--- src/rtl/exc_irq_ctrl.sv ---
// Exception/interrupt sequencer: fixed-priority arbitration of InvOp and N_IRQ maskable
// lines, then a registered PEND -> SERVICE -> ERet handshake driving Exc/EStatus.
module exc_irq_ctrl #(
  parameter int unsigned N_IRQ     = 4,
  parameter int unsigned ESTATUS_W = 4
) (
  input  logic                 clk,
  input  logic                 reset,
  input  logic                 InvOp,
  input  logic                 ERet,
  input  logic                 ExcAck,
  input  logic [N_IRQ-1:0]     ExtIRQ,
  input  logic                 IrqMaskWe,
  input  logic [N_IRQ-1:0]     IrqMaskData,
  output logic                 Exc,
  output logic [ESTATUS_W-1:0] EStatus,
  output logic [N_IRQ-1:0]     ExtIAck,
  output logic                 InService,
  output logic                 DblFault
);

  typedef enum logic [1:0] {StIdle, StPend, StService} state_e;

  state_e               r_state, w_state_d;
  logic [N_IRQ-1:0]     r_irq;
  logic [N_IRQ-1:0]     r_mask;
  logic [ESTATUS_W-1:0] r_estatus, w_estatus_d;
  logic [N_IRQ-1:0]     r_ext_iack, w_ext_iack_d;
  logic                 r_dbl_fault, w_dbl_fault_d;

  logic [N_IRQ-1:0]     w_eligible;
  logic                 w_irq_hit;
  logic [ESTATUS_W-1:0] w_win_code;
  logic [N_IRQ-1:0]     w_ack_onehot;

  // Descending scan so the lowest eligible index is written last and wins.
  always_comb begin
    w_eligible = r_irq & ~r_mask;
    w_irq_hit  = |w_eligible;
    w_win_code = '0;
    for (int i = N_IRQ - 1; i >= 0; i--) begin
      if (w_eligible[i]) w_win_code = ESTATUS_W'(i + 2);
    end
    w_ack_onehot = '0;
    for (int i = 0; i < N_IRQ; i++) begin
      if (r_estatus == ESTATUS_W'(i + 2)) w_ack_onehot[i] = 1'b1;
    end
  end

  always_comb begin
    w_state_d     = r_state;
    w_estatus_d   = r_estatus;
    w_ext_iack_d  = '0;
    w_dbl_fault_d = r_dbl_fault;
    unique case (r_state)
      StIdle: begin
        if (InvOp) begin
          w_estatus_d = ESTATUS_W'(1);
          w_state_d   = StPend;
        end else if (w_irq_hit) begin
          w_estatus_d = w_win_code;
          w_state_d   = StPend;
        end
      end
      StPend: begin
        if (ExcAck) begin
          w_state_d    = StService;
          w_ext_iack_d = w_ack_onehot;
        end
      end
      StService: begin
        if (InvOp) w_dbl_fault_d = 1'b1;
        if (ERet) begin
          w_state_d   = StIdle;
          w_estatus_d = '0;
        end
      end
      default: begin
        w_state_d   = StIdle;
        w_estatus_d = '0;
      end
    endcase
  end

  always_ff @(posedge clk) begin
    if (reset) begin
      r_state     <= StIdle;
      r_irq       <= '0;
      r_mask      <= '1;
      r_estatus   <= '0;
      r_ext_iack  <= '0;
      r_dbl_fault <= 1'b0;
    end else begin
      r_state     <= w_state_d;
      r_irq       <= ExtIRQ;
      if (IrqMaskWe) r_mask <= IrqMaskData;
      r_estatus   <= w_estatus_d;
      r_ext_iack  <= w_ext_iack_d;
      r_dbl_fault <= w_dbl_fault_d;
    end
  end

  assign Exc       = (r_state == StPend);
  assign InService = (r_state == StService);
  assign EStatus   = r_estatus;
  assign ExtIAck   = r_ext_iack;
  assign DblFault  = r_dbl_fault;

endmodule
--- config.mk ---
export PLATFORM = sky130hd
export DESIGN_NAME = exc_irq_ctrl
export DESIGN_NICKNAME = d
export VERILOG_FILES = /design/src/rtl/exc_irq_ctrl.sv
export SDC_FILE = /design/constraint.sdc
export NUM_CORES = 1
export LEC_CHECK = 0
export ABC_AREA = 1
export BUFFER_PORTS_ARGS = -buffer_cell sky130_fd_sc_hd__buf_2
export CAP_MARGIN = 20
export CORE_ASPECT_RATIO = 1.2
export CORE_MARGIN = 3
export CORE_UTILIZATION = 42
export DETAILED_ROUTE_END_ITERATION = 8
export PLACE_DENSITY = 0.75
export SYNTH_ARGS = -nofsm -noshare
export SYNTH_HDL_FRONTEND = slang
export SYNTH_SLANG_ARGS = --single-unit
--- constraint.sdc ---
create_clock -name clk -period 0.9 [get_ports clk]
set_input_delay 0.18 -clock clk [delete_from_list [all_inputs] [get_ports clk]]
set_output_delay 0.18 -clock clk [all_outputs]
set_load 0.01 [all_outputs]
Word level (Yosys, flattened, before mapping)
Index checks and enable logic that the tools add are counted.
Cells by class
  $add $sub $neg: 0
  multiply operators: 0
  div/mod/pow operators: 0
  $lt $le $gt $ge: 0
  equal/unequal tests: 9
  shift-type cells: 0
  muxes and demuxes: 17
  bitwise operators: 4
  reductions and logical operators: 6
Operator list (number)
  4-bit two-way mux: 6
  4-bit one-hot mux with 3 select lines: 1
  4-bit by 2-bit == test with 1-bit output (second input constant): 2
  4-bit by 3-bit == test with 1-bit output (second input constant): 2
  2-bit two-way mux: 4
  2-bit one-hot mux with 3 select lines: 1
  3-bit AND reduction: 2
  4-bit bitwise AND: 1
  1-bit two-way mux: 4
  2-bit != test (second input constant): 2
  4-bit NOT: 1
  4-bit OR reduction: 1
  3-bit two-way mux: 1
  3-bit != test (second input constant): 1
  3-bit OR reduction: 1
  2-bit by 1-bit == test with 1-bit output (second input constant): 1
  2-bit == test (second input constant): 1
  2-bit logical NOT: 1
  1-bit NOT: 2
  2-bit AND reduction: 1
Word-level totals
  register bits after elaboration: 19
  latch bits: 0
  RAM bits: 0
  bits in read-only memories: 0
  input port bits: 14
  output and inout bits: 11
  word-level logic and storage cells: 42
  memories kept: 0

Logic depth before layout (Yosys ltp)
  depth after elaboration: 9
  mapped depth: 8

Least setup slack after synthesis
Ideal clock, no wire load.
  path type: register to register
  start point: register r_state[1]
  end point: register r_estatus[1] (netlist: EStatus[1])
  library setup time: 0.067 ns
  arrival: 0.945 ns
  path slack: -0.112 ns
  stages on the path, launching flop included: 9
  buffers on the path: 0
  cells stage by stage: dfxtp_1 > inv_1 > nor2_2 > nand2_1 > nand2_1 > inv_1 > nand2_2 > nand2_2 > a21oi_2
Between the ends
  cells in the longest elaborated chain, start to end: 3
  elaborated cells on any way between the ends: 8
  classes of those cells: 4 x eq/ne; 1 x mux; 1 x bitwise; 2 x reduce/logical
Ends and longest elaborated chain
  start: declaration: line 24  | state_e r_state, w_state_d;
  start signal: assignment: line 87  | r_state <= StIdle;
  start signal: assignment: line 94  | r_state <= w_state_d;
  2-bit == test (*)
  named net InService: line 18  | output logic InService,
  2-bit != test (no source line)
  3-bit AND reduction (no source line)
  end signal: assignment: line 97  | r_estatus <= w_estatus_d;
  end: declaration: line 27  | logic [ESTATUS_W-1:0] r_estatus, w_estatus_d;
Mark *: on every way through the listed nets, which the timed path passes. The rest lies on a longest branch.
A chain may end at the register's enable or synchronous reset.

Worst setup path in the final report
  start point: register r_state[1]
  end point: output port InService
Between the ends
  cells in the longest elaborated chain, start to end: 1
Ends and longest elaborated chain
  2-bit == test: line 104  | assign InService = (r_state == StService);
  end: declaration: line 18
Every way passes these cells.

==> flow_metrics.env <==
export IMPL_outcome="complete, but fails checks"
export IMPL_violated_checks="setup timing"
export IMPL_routed_wl_met2_mm=1.068
export IMPL_synth_distinct_cells=15
export IMPL_detailedPlacementHpwl_mm=1.159
export IMPL_detailedRoute_firstIterationViolations=2
export IMPL_final_cell_mix="19 x sky130_fd_sc_hd__inv_1, 17 x sky130_fd_sc_hd__buf_2, 16 x sky130_fd_sc_hd__buf_4, 11 x sky130_fd_sc_hd__dfxtp_1"
export IMPL_first_global_vias=754
export IMPL_hold_start="ExtIRQ[3]"
export IMPL_met3WireLength_um=93
export IMPL_buffer_ports_inserted=23
export IMPL_hold_path_depth=3
export IMPL_p_leak_nw=0.5930
export IMPL_groute_usage_overall_pct=18.30
export IMPL_post_synthesis_share_of_cell_area_spent_on_and_or_nand_and_nor_gates_pct=24.16
export IMPL_tritoncts_num_buffers=3
export IMPL_rsz0062_at_grt="true"
export IMPL_cap_violations=0
export IMPL_fp_row_count=15
export IMPL_cts_htree_levels=1
export IMPL_vias_per_cell=4.889
export IMPL_timing_final_max_slew_violations=0
export IMPL_area_delta_synth_final_pct=68.61
export IMPL_post_cts_hold_buffer_count=0
export IMPL_pre_cts_ws_ns=-0.1265
export IMPL_mappedNetlistNets=107
export IMPL_worstHoldPathType="input port to flop"
export IMPL_clockRootBuffer="sky130_fd_sc_hd__clkbuf_4"
export IMPL_crit_reg2reg_launch="r_state[1]"
export IMPL_core_area_mm2=0.001520
export IMPL_clock_fmax_ghz=0.8431
export IMPL_total_negative_setup_slack_ns=-1.961
export IMPL_power_density_mw_per_mm2=1636
export IMPL_period_minus_slack_ns=1.186
export IMPL_clock_tree_buffer_depth=2
export IMPL_timing_final_ws_setup_ns=-0.2861
export IMPL_timing_critical_path_slowest_cell_delay_ns=0.36
export IMPL_pin_count=25
export IMPL_yosys_warnings=0
export IMPL_muxShareOfSynthArea_pct=0
export IMPL_timing_critical_path_cells="inv_2, nor2_4, buf_6, buf_6"
export IMPL_totalWireLength_mm=1.911
export IMPL_global_route_overflow_total=0
export IMPL_regArea_um2=374.1
export IMPL_drtPass1Iterations=4
export IMPL_drive_above_1_share_pct=56.62
export IMPL_m1WireLength_um=725
export IMPL_synth_compound_area_share_pct=11.82
export IMPL_initial_core_util_pct=46.67
export IMPL_final_hold_viol_count=0
export IMPL_routabilityCongestion=0.7128
export IMPL_clkSlewWorstSetupHoldPaths_ns=0.11
export IMPL_clkLatencyLatePin_ns=0.29
export IMPL_dieHeight_um=51.02
export IMPL_place_area_um2=902.1
export IMPL_worst_endpoint_arrival_ns=1.01
export IMPL_fin_area_mm2=0.001196
export IMPL_path_class="flop to output port"
export IMPL_synthDominantCellAreaShare_pct=50.79
export IMPL_finalSetupViolations=18
export IMPL_synth_top_family_by_area="simple AND/OR/NAND/NOR gates"
export IMPL_critical_path_max_fanout=2
export IMPL_setup_worst_path_start_class="flop"
export IMPL_synth_area_top_cells="sky130_fd_sc_hd__dfxtp_1 51%, sky130_fd_sc_hd__inv_1 11%, sky130_fd_sc_hd__nand2_1 5.8%"
export IMPL_netlist_instances=93
export IMPL_skew_ns=0.006300
export IMPL_post_route_worst_hold_slack_ns=0.07795
export IMPL_tritoncts="done"
export IMPL_synth_seq_cells=18
export IMPL_antenna_found_initial=0
export IMPL_filler_cells_inserted=113
export IMPL_design_final_nets=151
export IMPL_critPathMostFrequentCell="sky130_fd_sc_hd__buf_6"
export IMPL_grt_pass1_wl_mm=3.077
export IMPL_die_w_um=43.52
export IMPL_synthesis_area_um2=709.4
export IMPL_synth_top_cell_by_area="sky130_fd_sc_hd__dfxtp_1"
export IMPL_syn_mean_instance_area_um2=7.628
export IMPL_synth_sequential_area_ratio_pct=50.79
export IMPL_power_ir_vdd_worst_v=0.001155
export IMPL_synth_fa_ha_area_share_pct=0
export IMPL_slowest_stage_cell_cp="sky130_fd_sc_hd__dfxtp_2"
export IMPL_multi_input_comb_area_um2=390.4
export IMPL_drc=0
export IMPL_top_layer_used="met4"
export IMPL_via_count=748
export IMPL_setup_worst_path_start="r_state[1]"
export IMPL_ff2ff_path_depth=8
export IMPL_cts_num_sinks=18
export IMPL_die_area_mm2=0.002220
export IMPL_detail_route_antenna_nets=0
export IMPL_grt_max_degree=11
export IMPL_synth_xor_area_share_pct=0
export IMPL_routed_wire_length_per_instance_um=12.49
export IMPL_worstSetupEndpointType="output port"
export IMPL_part_of_the_cycle_the_worst_path_needs_pct=131.8
export IMPL_layout_commonest_cell="sky130_fd_sc_hd__inv_1"
export IMPL_design_power_total_w=0.001957
export IMPL_cp_required_ns=0.72
export IMPL_n_antenna_cell=0
final timing paths:
kind | endpoint | slack [ns]
max reg2reg | EStatus[1] | -0.24
min | r_irq[3] | 0.08
max | InService | -0.29
min reg2reg | r_mask[2] | 0.46
power breakdown:
part           internal (W)  switching (W)  leakage [nW]
Sequential         0.000849      0.0000368         0.151
Combinational      0.000279       0.000294         0.421
Clock              0.000246       0.000253        0.0210
Total               0.00137       0.000583         0.593
what timing repair did:
action                                  in CTS  in global routing
pin swaps                                    2                  3
gates resized for setup                     27                 12
endpoints found under the setup margin      17                 20
setup buffers                               10                  1
endpoints found under the hold margin        0                  0
layer usage:
layer	GRT usage, %	up-vias
met3	2.817	4
met5	0	-
met2	36.21	24
met1	17.89	347
li1	-	373
met4	8.040	0
cell type report:
type | count | area share (%)
Timing Repair Buffer | 41 | 24.69
Tap cell | 17 | 1.778
Sequential cell | 18 | 31.28
Multi-Input combinational cell | 52 | 32.64
Inverter | 21 | 6.590
Clock buffer | 4 | 3.033
critical path, delay by kind of cell, from the launching register on:
family	cells	cell delay [ns]
flops	1	0.36
buf+inv	3	0.25
simple gates	1	0.09
synth_stat cells:
cell type	n
sky130_fd_sc_hd__a21oi_1	8
sky130_fd_sc_hd__a21oi_2	1
sky130_fd_sc_hd__buf_1	1
sky130_fd_sc_hd__buf_4	1
sky130_fd_sc_hd__conb_1	1
sky130_fd_sc_hd__dfxtp_1	18
sky130_fd_sc_hd__inv_1	21
sky130_fd_sc_hd__nand2_1	11
sky130_fd_sc_hd__nand2_2	4
sky130_fd_sc_hd__nand3_1	8
sky130_fd_sc_hd__nor2_1	4
sky130_fd_sc_hd__nor2_2	3
sky130_fd_sc_hd__nor4_1	4
sky130_fd_sc_hd__o21ai_0	7
sky130_fd_sc_hd__or2_2	1
flip-flops by register name (all words and copies together) (netlist names):
register and count:
r_irq 4, r_mask 4, r_state 2, DblFault 1, EStatus 3, ExtIAck 4
metrics by stage:
stage,utilization [%],cells
after floorplan,-,93
after global placement,59.34,138
after detailed placement,59.34,138
after CTS,74.16,152
after global routing,78.68,153
final,78.68,153
cells by family (layout without fill, tap and decap cells):
family / count (synthesis) / count (layout)
other: 1 / 1
buffers and inverters: 23 / 66
and+or+nand+nor: 35 / 35
AOI/OAI and AO/OA: 16 / 16
DFF: 18 / 18
Power figures use the tool's default switching activity.
